`config.mk`:
```
export PLATFORM = sky130hd
export DESIGN_NAME = dpcm_diff_encoder
export DESIGN_NICKNAME = d
export VERILOG_FILES = /design/src/rtl/dpcm_diff_encoder.sv
export SDC_FILE = /design/constraint.sdc
export NUM_CORES = 1
export LEC_CHECK = 0
export CAP_MARGIN = 20
export CORE_MARGIN = 1
export CORE_UTILIZATION = 62
export DETAILED_ROUTE_END_ITERATION = 10
export PLACE_DENSITY = 0.89
export SLEW_MARGIN = 20
export SYNTH_ARGS = -nofsm -noshare
export SYNTH_HDL_FRONTEND = slang
export SYNTH_SLANG_ARGS = --single-unit
```
`constraint.sdc`:
```
create_clock -name clk -period 12.64 [get_ports clk]
set_clock_uncertainty 0.15 [all_clocks]
set_input_delay 1.896 -clock clk [delete_from_list [all_inputs] [get_ports clk]]
set_output_delay 1.896 -clock clk [all_outputs]
set_load 0.005 [all_outputs]
```
`src/rtl/dpcm_diff_encoder.sv`:
```
// dpcm_diff_encoder
// Encoder side of a sample-difference (DPCM) link. Emits d[n] = x[n] - r[n-1],
// where r is the decoder's running reconstruction r[n] = r[n-1] + d[n].
// The encoder keeps its own copy of r, built from the possibly clipped
// difference it actually sent. A saturated step therefore never desynchronises
// the decoder. Key samples carry the absolute value and reload the decoder.
// A single output register with valid/ready on both sides.
// ce=0 freezes every register and blocks input.

module dpcm_diff_encoder #(
   parameter int W = 31
) (
   input  logic         clk,
   input  logic         rst,
   input  logic         ce,
   input  logic         in_valid,
   output logic         in_ready,
   input  logic [W-1:0] in_sample,
   input  logic         in_key,
   output logic         out_valid,
   input  logic         out_ready,
   output logic [W-1:0] out_diff,
   output logic         out_key,
   output logic         out_sat
);

   // Largest and smallest representable W-bit signed differences.
   localparam logic [W-1:0] diff_max = {1'b0, {(W-1){1'b1}}};
   localparam logic [W-1:0] diff_min = {1'b1, {(W-1){1'b0}}};

   logic [W-1:0]   recon;      // decoder's reconstruction of the last sample
   logic           first;      // no key sent since reset: next sample must be a key
   logic           accept;
   logic           key;
   logic signed [W:0] t;       // unclipped difference, one guard bit
   logic [W-1:0]   diff_next;
   logic           sat_next;

   // Handshake: the output slot is free when it is empty or being popped now.
   always_comb begin
      in_ready = ce & ~rst & (~out_valid | out_ready);
      accept   = in_valid & in_ready;
   end

   // Difference, clipping and key selection for the sample being offered.
   // NOTE: every output of this block gets a default first so no path leaves
   // a variable unassigned, which would infer a latch.
   always_comb begin
      key       = in_key | first;
      t         = $signed({in_sample[W-1], in_sample}) - $signed({recon[W-1], recon});
      diff_next = t[W-1:0];
      sat_next  = 1'b0;
      if (key) begin
         diff_next = in_sample;
      end else if (t[W:W-1] == 2'b01) begin
         // Positive overflow of the W-bit range.
         diff_next = diff_max;
         sat_next  = 1'b1;
      end else if (t[W:W-1] == 2'b10) begin
         // Negative overflow of the W-bit range.
         diff_next = diff_min;
         sat_next  = 1'b1;
      end
   end

   // Output register and reconstruction tracker; rst wins over ce and handshakes.
   // NOTE: sequential state uses non-blocking assignments so every register
   // samples the pre-edge values, independent of statement order.
   always_ff @(posedge clk) begin
      if (rst) begin
         out_valid <= 1'b0;
         out_diff  <= '0;
         out_key   <= 1'b0;
         out_sat   <= 1'b0;
         recon     <= '0;
         first     <= 1'b1;
      end else if (ce) begin
         if (accept) begin
            out_valid <= 1'b1;
            out_diff  <= diff_next;
            out_key   <= key;
            out_sat   <= sat_next;
            first     <= 1'b0;
            // Clipping keeps recon + diff inside the W-bit range, so no wrap.
            recon     <= key ? in_sample : recon + diff_next;
         end else if (out_ready) begin
            out_valid <= 1'b0;
         end
      end
   end

endmodule

```
# ---- Word level (Yosys, flattened, before mapping)
# Cells that the tools add are included.
# Widths: inputs -> output; s select.
dict set report word_totals {
  word_cells 29
  register_bits 66
}
dict set report classes {
  bitwise_logic 7
  n_reduce_logical 3
  n_eq_ne 2
  add_sub_neg 2
  n_mux 9
}
# cell n
set op_table {}
lappend op_table {{$mux 31} 4}
lappend op_table {{$sub 31x31->32} 1}
lappend op_table {{$add 31x31->31} 1}
lappend op_table {{$mux 1} 5}
lappend op_table {{$reduce_and 2->1} 2}
lappend op_table {{$and 1x1->1} 3}
lappend op_table {{$eq 2x1->1 const B} 1}
lappend op_table {{$eq 2x2->1 const B} 1}
lappend op_table {{$not 1->1} 2}
lappend op_table {{$or 1x1->1} 2}
lappend op_table {{$reduce_bool 2->1} 1}

# ---- Logic depth before layout (Yosys ltp)
# Gate-level depths: netlist of the first run.
dict set report depth {
  depth_word 7
  depth_mapped 29
  mapped_depth_nobuf 28
}

# ---- Least setup slack after synthesis of the first run
# OpenSTA, ideal clock, no wires.
dict set report synth_timing {
  path_type {input port to flip-flop}
  start {in in_sample[0]}
  end {reg recon[10]}
  setup_slack_ns 5.607
  n_path_buf 1
  arrival_time_ns 6.809
  stages 28
  path_cell_list {inv_1 > ha_1 > inv_1 > fa_1 > a211oi_1 > nor2_1 > o22a_2 > a31oi_4 > o31ai_4 > a31o_2 > nand3_1 > nand2_1 > xnor2_1 > ha_1 > clkbuf_1 > nor2_1 > o21ai_0 > nand2_1 > ha_1 > fa_1 > a211oi_1 > o21ai_0 > a221o_1 > a21o_1 > a21oi_1 > xnor2_1 > nand2_1 > a31oi_1}
}
dict set report synth_via {
  elab_chain_cells 7
}
# element line
set synth_lines {}
lappend synth_lines {{start, declared} 18} ;# input logic [W-1:0] in_sample,
lappend synth_lines {{$sub 31x31->32} 50} ;# t = $signed({in_sample[W-1], in_sample}) - $signed({recon[W-1], recon});
lappend synth_lines {{$eq 2x2->1} 59} ;# end else if (t[W:W-1] == 2'b10) begin
lappend synth_lines {{$mux 31} 59}
lappend synth_lines {{$mux 31} 55} ;# end else if (t[W:W-1] == 2'b01) begin
lappend synth_lines {{$mux 31 *} 53} ;# if (key) begin
lappend synth_lines {{net diff_next[0]} 36} ;# logic [W-1:0] diff_next;
lappend synth_lines {{$add 31x31->31 *} 85} ;# recon <= key ? in_sample : recon + diff_next;
lappend synth_lines {{$mux 31 *} 85}
lappend synth_lines {{end signal, assigned} 85}
lappend synth_lines {{end, declared} 31} ;# logic [W-1:0] recon;
# The timed path passes the listed nets; every way through them passes the cells marked *.
# A chain may end at the register's enable or synchronous reset.

# ---- Final worst setup path of the first run
dict set report layout_timing {
  start {in in_sample[0]}
  end {reg recon[30]}
}
dict set report layout_via {
  elab_chain_cells 7
}
# element line
set layout_lines {}
lappend layout_lines {{$sub 31x31->32 *} 50}
lappend layout_lines {{$eq 2x2->1} 59}
lappend layout_lines {{$mux 31} 59}
lappend layout_lines {{$mux 31 *} 55}
lappend layout_lines {{$mux 31 *} 53}
lappend layout_lines {{net diff_next[1]} 36}
lappend layout_lines {{$add 31x31->31 *} 85}
lappend layout_lines {{$mux 31 *} 85}
# Marks and branches as above.

==> results.toml, run 1 <==
[critical_path]
worstSetupPathType = "in -> reg"
r2r_start = "recon[0]"
crit_fanout = 22
cp.arrival_ps = 8980
cp.required_ps = 12700
crit_path_end_kind = "register"
critPathLaunchType = "input pin"
crit_start = "in_sample[0]"

[final_layout]
post_layout_nonfiller_instances = 1022
layout-drive-gt1-share = 0.0641
num_antenna_cells = 0
final_nets = 988
utilization = 0.739
area_growth_pct = 15.8

[yosys]
synth_seq_area_share = 0.213
yosys.cell_types.count = 73
synthesis.nets = 937
syn_inst = 833
synth_edf_count = 0
yosysWarnings = 0
synth_area_um2 = 6210
syn-mean-instance-area_um2 = 7.45
async_flop_share = 0
synth_seq_cells = 66
synth-main-ff-cell = "dfxtp_1"

[sta]
setup_viol = 0
slew_viol_final = 0
worst_slack_ps = 3720
rsz0062_at_grt = "no"
slew_headroom = 0.281
worst_slew_pin_slew_ps = 1080
tns_ps = 0
period_share = 0.706
fin_crit_ps = 8920
hold_viol = 0
fmax_mhz = 112

[global_routing]
grt_pass1_wl_um = 30400
grt_max_degree = 82
grt-ovfl-total = 0
grt_usage = 0.373
antenna_found_initial = 0
grt_pass1_vias = 6313

[clocking]
clock_sinks = 66
cts_hold_buf = 0
cts_tree = "built"
root_buffer = "clkbuf_8"
clk_pin_slew_ps = 70
cts-htree-levels = 3
clock_path_buffers = 2
ctsResizeCount = 0
postCtsSetupBuffers = 0
clock_latency_ps = 360
cts_buffers = 9

[power]
power.density_nw_per_um2 = 103
leakage_uw = 0.00297
max-vdd-ir-drop_mv = 0.0798

[floorplanning]
rows = 36
start_util = 0.638
die-area_um2 = 10400
io_pins = 72
die_y_um = 102
coreArea_um2 = 9730
die_x_um = 102

[job]
cap_violations = 0

[route]
drtIter0Drc = 393
antenna_left = 0
dr_total_vias = 6575
routedWlPerCell_um = 18.5
drtPass1Iterations = 5
drc = 0
drt-total-wl_um = 18900
post_drt_via_cell_ratio = 6.43

[placement]
port_buffers = 71
gp_congestion = 0.962
place_ws_ps = 3610
post-dp-hpwl_um = 13600
dp_cells = 1006

[worst_hold_path]
hold_start = "out_diff[24]"
hold_class = "reg -> reg"

[run_status]
status = "completed"
-- critical path: stages --
cell and delay, ps:
clkdlybuf4s50_1 430, inv_1 90, ha_1 140, inv_1 50, fa_1 430, a211oi_1 260, nor2_1 110, o22a_2 260
a31oi_4 230, o31ai_4 130, a31o_2 290, nand3_1 90, nand2_1 90, xnor2_1 230, ha_1 820, inv_1 580
a21oi_1 270, o21ai_0 200, fa_1 530, a211oi_1 320, o21ai_0 210, nand4_1 170, a211oi_1 130, o21ai_0 390
o21ai_0 180, a21oi_1 210, xnor2_1 130, o22ai_1 90
-- registers in the layout (all words and copies together), names as in the netlist --
signal	count
first	1
out_diff	31
out_key	1
out_sat	1
out_valid	1
recon	31
-- cells by family (layout without fill, tap and decap cells) --
kind of cell             Yosys count  count (layout)  synth area share
adder cells (fa/ha/maj)           67              67             0.138
AO/OA/AOI/OAI                    310             310             0.324
multiplexers                       2               2           0.00323
buffers and inverters             88             144            0.0536
XOR/XNOR                          54              54            0.0762
AND/OR/NAND/NOR                  246             246             0.192
flip-flops                        66              66             0.213
-- report_power, final --
group	switching, µW	internal (µW)	leakage, µW
registers	9.71	222	0.000541
clock network	86.0	102	0.000101
logic	187	134	0.00233
total	282	458	0.00297
-- layout make-up --
type,count,area [µm²]
Tap cell,133,166
Fill cell,841,2540
Sequential cell,66,1320
Multi-Input combinational cell,679,4560
Clock inverter,2,35.0
Timing Repair Buffer,77,756
Clock buffer,14,163
Inverter,51,191
-- through the flow --
stage,total power (µW),cell area [µm²],hold slack [ps]
2_1_floorplan,459,6210,302
3_3_place_gp,539,6990,296
3_5_place_dp,546,6990,302
4_1_cts,733,7190,312
5_1_grt,781,7190,329
6_report,740,7190,307
-- cells in the mapped netlist (3+ instances only) --
library cell,count,area share
ha_1,65,0.13
o22ai_1,4,0.0040
o21ai_0,74,0.060
nand4_1,6,0.0060
a31oi_1,14,0.014
and3_1,17,0.017
a21oi_1,99,0.080
nor2_1,55,0.033
a31o_2,6,0.0085
a211oi_2,3,0.0060
and2_1,10,0.010
a311oi_1,3,0.0042
nand3_1,40,0.032
a21boi_0,3,0.0036
o21ai_1,4,0.0032
nand2_1,72,0.044
a211oi_1,12,0.015
o211ai_1,4,0.0048
a21o_1,27,0.033
nor3_1,15,0.012
o21bai_1,6,0.0073
xor2_1,21,0.030
o21a_1,7,0.0085
clkbuf_1,31,0.019
nand2b_1,8,0.0081
dfxtp_1,66,0.21
buf_1,4,0.0024
o31ai_1,6,0.0073
inv_1,51,0.031
o221ai_1,6,0.0085
nor2b_1,8,0.0081
xnor2_1,33,0.047
-- routing by layer --
metal  vias to the layer above  part of all wire  global-route usage
li1                       3129                 -                   -
met1                      3076              0.43               0.482
met2                       330              0.46               0.613
met3                        40             0.094              0.0698
met4                         0             0.021               0.147
met5                         -                 0                   0
-- cells in the final DEF, fill, tap and decap left out, types with 11 or more instances in the layout --
cell	instances
a211oi_1	12
a21o_1	27
a21oi_1	99
a31oi_1	14
and2_1	11
and3_1	17
clkbuf_8	11
clkdlybuf4s50_1	71
dfxtp_1	66
ha_1	65
inv_1	51
nand2_1	71
nand3_1	40
nor2_1	54
nor3_1	15
o21ai_0	74
xnor2_1	33
xor2_1	21
-- path summary, 6_finish.rpt --
check / slack [ps] / depth (start not counted) / endpoint
worst min register to register: 310 / 2 / out_diff[24]
worst max-delay path: 3720 / 28 / recon[30]
worst min-delay path: 310 / 2 / out_diff[24]
worst max register to register: 5380 / 26 / recon[30]
Note: power is estimated with default switching activity, not from simulation.
==> run 2, diff against run 1 <==
--- a/config.mk
+++ b/config.mk
@@ -7,9 +7,9 @@
 export LEC_CHECK = 0
 export CAP_MARGIN = 20
 export CORE_MARGIN = 1
-export CORE_UTILIZATION = 62
+export CORE_UTILIZATION = 52
 export DETAILED_ROUTE_END_ITERATION = 10
-export PLACE_DENSITY = 0.89
+export PLACE_DENSITY = 0.8
 export SLEW_MARGIN = 20
 export SYNTH_ARGS = -nofsm -noshare
 export SYNTH_HDL_FRONTEND = slang
==> constraint.sdc (replaced) <==
create_clock -name clk -period 7.65 [get_ports clk]
set_clock_uncertainty 0.15 [all_clocks]
set_input_delay 1.1475 -clock clk [delete_from_list [all_inputs] [get_ports clk]]
set_output_delay 1.1475 -clock clk [all_outputs]
set_load 0.005 [all_outputs]
==> results.toml, run 2 (synthesis results as in run 1) <==
[clocking]
clock_latency_ps = 360
root_buffer = "clkbuf_16"
cts_hold_buf = 0
clock_path_buffers = 2
postCtsSetupBuffers = 0
clk_pin_slew_ps = 60
cts_tree = "built"
cts_buffers = 9
clock_sinks = 66
cts-htree-levels = 3
ctsResizeCount = 0

[placement]
port_buffers = 71
post-dp-hpwl_um = 13000
gp_congestion = 0.995
dp_cells = 1023

[global_routing]
grt_usage = 0.298
grt_pass1_wl_um = 29500
grt-ovfl-total = 0
grt_pass1_vias = 6035
grt_max_degree = 82
antenna_found_initial = 0

[final_layout]
post_layout_nonfiller_instances = 1038
regArea_um2 = 1320
area_growth_pct = 17.7
utilization = 0.634
fillers = 1041
num_antenna_cells = 0
final_cell_mix = "99 x a21oi_1, 74 x o21ai_0, 71 x nand2_1, 71 x clkdlybuf4s50_1, 66 x dfxtp_1"
multiInputGateArea_um2 = 4560
final_nets = 995
final_common_cell = "a21oi_1"
reg_top3 = "out_diff (31), recon (31)"
layout-drive-gt1-share = 0.0682

[sta]
rsz0062_at_grt = "no"
hold_viol = 0
slew_viol_final = 0
setup_viol = 0
period_share = 0.934
tns_ps = 0
slew_headroom = 0.320
worst_slew_pin_slew_ps = 1020
fin_crit_ps = 7150
fmax_mhz = 140

[floorplanning]
die-area_um2 = 12400
coreArea_um2 = 11500
start_util = 0.539
rows = 39
die_y_um = 111
io_pins = 72
die_x_um = 111

[run_status]
status = "finished with violations"
violations = "design-rule violations"

[route]
antenna_left = 0
routedWlPerCell_um = 17.2
dr_total_vias = 6414
drtPass1Iterations = 9
post_drt_via_cell_ratio = 6.18
drtIter0Drc = 540
drc = 16
drt-total-wl_um = 17900

[critical_path]
cp.required_ps = 7710
crit_path_end_kind = "register"
slowest_stage = "fa_1"
cpLargestDelayFamily = "compound AO/OA/AOI/OAI gates"
slowest_delay_ps = 440
cp.arrival_ps = 7200
critPathLaunchType = "input pin"
worstSetupPathType = "in -> reg"
crit_fanout = 10
worst_path_most_repeated_cell = "o21ai_0"
cp_num_buf_inv = 3

[job]
cap_violations = 0

[power]
power.density_nw_per_um2 = 175
max-vdd-ir-drop_mv = 0.164
leakage_uw = 0.00302

[worst_hold_path]
hold_class = "reg -> reg"
==> run 2: final timing paths <==
kind         slack, ps      endpoint          from  cells past startpoint
min reg2reg        310  out_diff[10]  out_diff[10]                      2
max reg2reg       1420     recon[30]      recon[0]                     27
min                310  out_diff[10]  out_diff[10]                      2
max                500     recon[30]  in_sample[0]                     29
==> run 2: final cells by class <==
cell class | count | share of cell area
sequential | 66 | 0.181
clock buffer | 15 | 0.0339
timing repair buffer | 84 | 0.111
tap | 143 | 0.0245
inverter | 51 | 0.0262
multi-input combinational | 679 | 0.624
==> run 2: power breakdown <==
| group | internal, µW | leakage [µW] | switching (µW) | total [µW] |
|---|---|---|---|---|
| clock | 218 | 0.000118 | 152 | 370 |
| sequential | 368 | 0.000541 | 16.3 | 384 |
| combinational | 227 | 0.00236 | 302 | 529 |
| total | 812 | 0.00302 | 470 | 1280 |
==> run 2: worst min-delay path, cell delays in order, from the launching register on <==
cell and delay, ps:
dfxtp_1 310, nand2_1 50, o21ai_0 60
==> run 2: stage by stage <==
stage / area, µm² / hold slack, ps / worst slack (ps) / total power [µW]
global placement: 7060 / 297 / 376 / 902
global route: 7310 / 333 / 127 / 1360
detailed placement: 7060 / 305 / 299 / 904
CTS: 7310 / 315 / 641 / 1280
finish: 7310 / 311 / 504 / 1280
floorplan: 6210 / 302 / 1370 / 759
==> run 2: routing by layer <==
| layer | global-route usage | wire length (µm) | up-vias | share of wire |
|---|---|---|---|---|
| met3 | 0.0694 | 1430 | 43 | 0.080 |
| met5 | 0 | 0 | - | 0 |
| met4 | 0.117 | 454 | 0 | 0.025 |
| li1 | - | - | 3153 | - |
| met1 | 0.384 | 8060 | 2946 | 0.45 |
| met2 | 0.478 | 7950 | 272 | 0.44 |
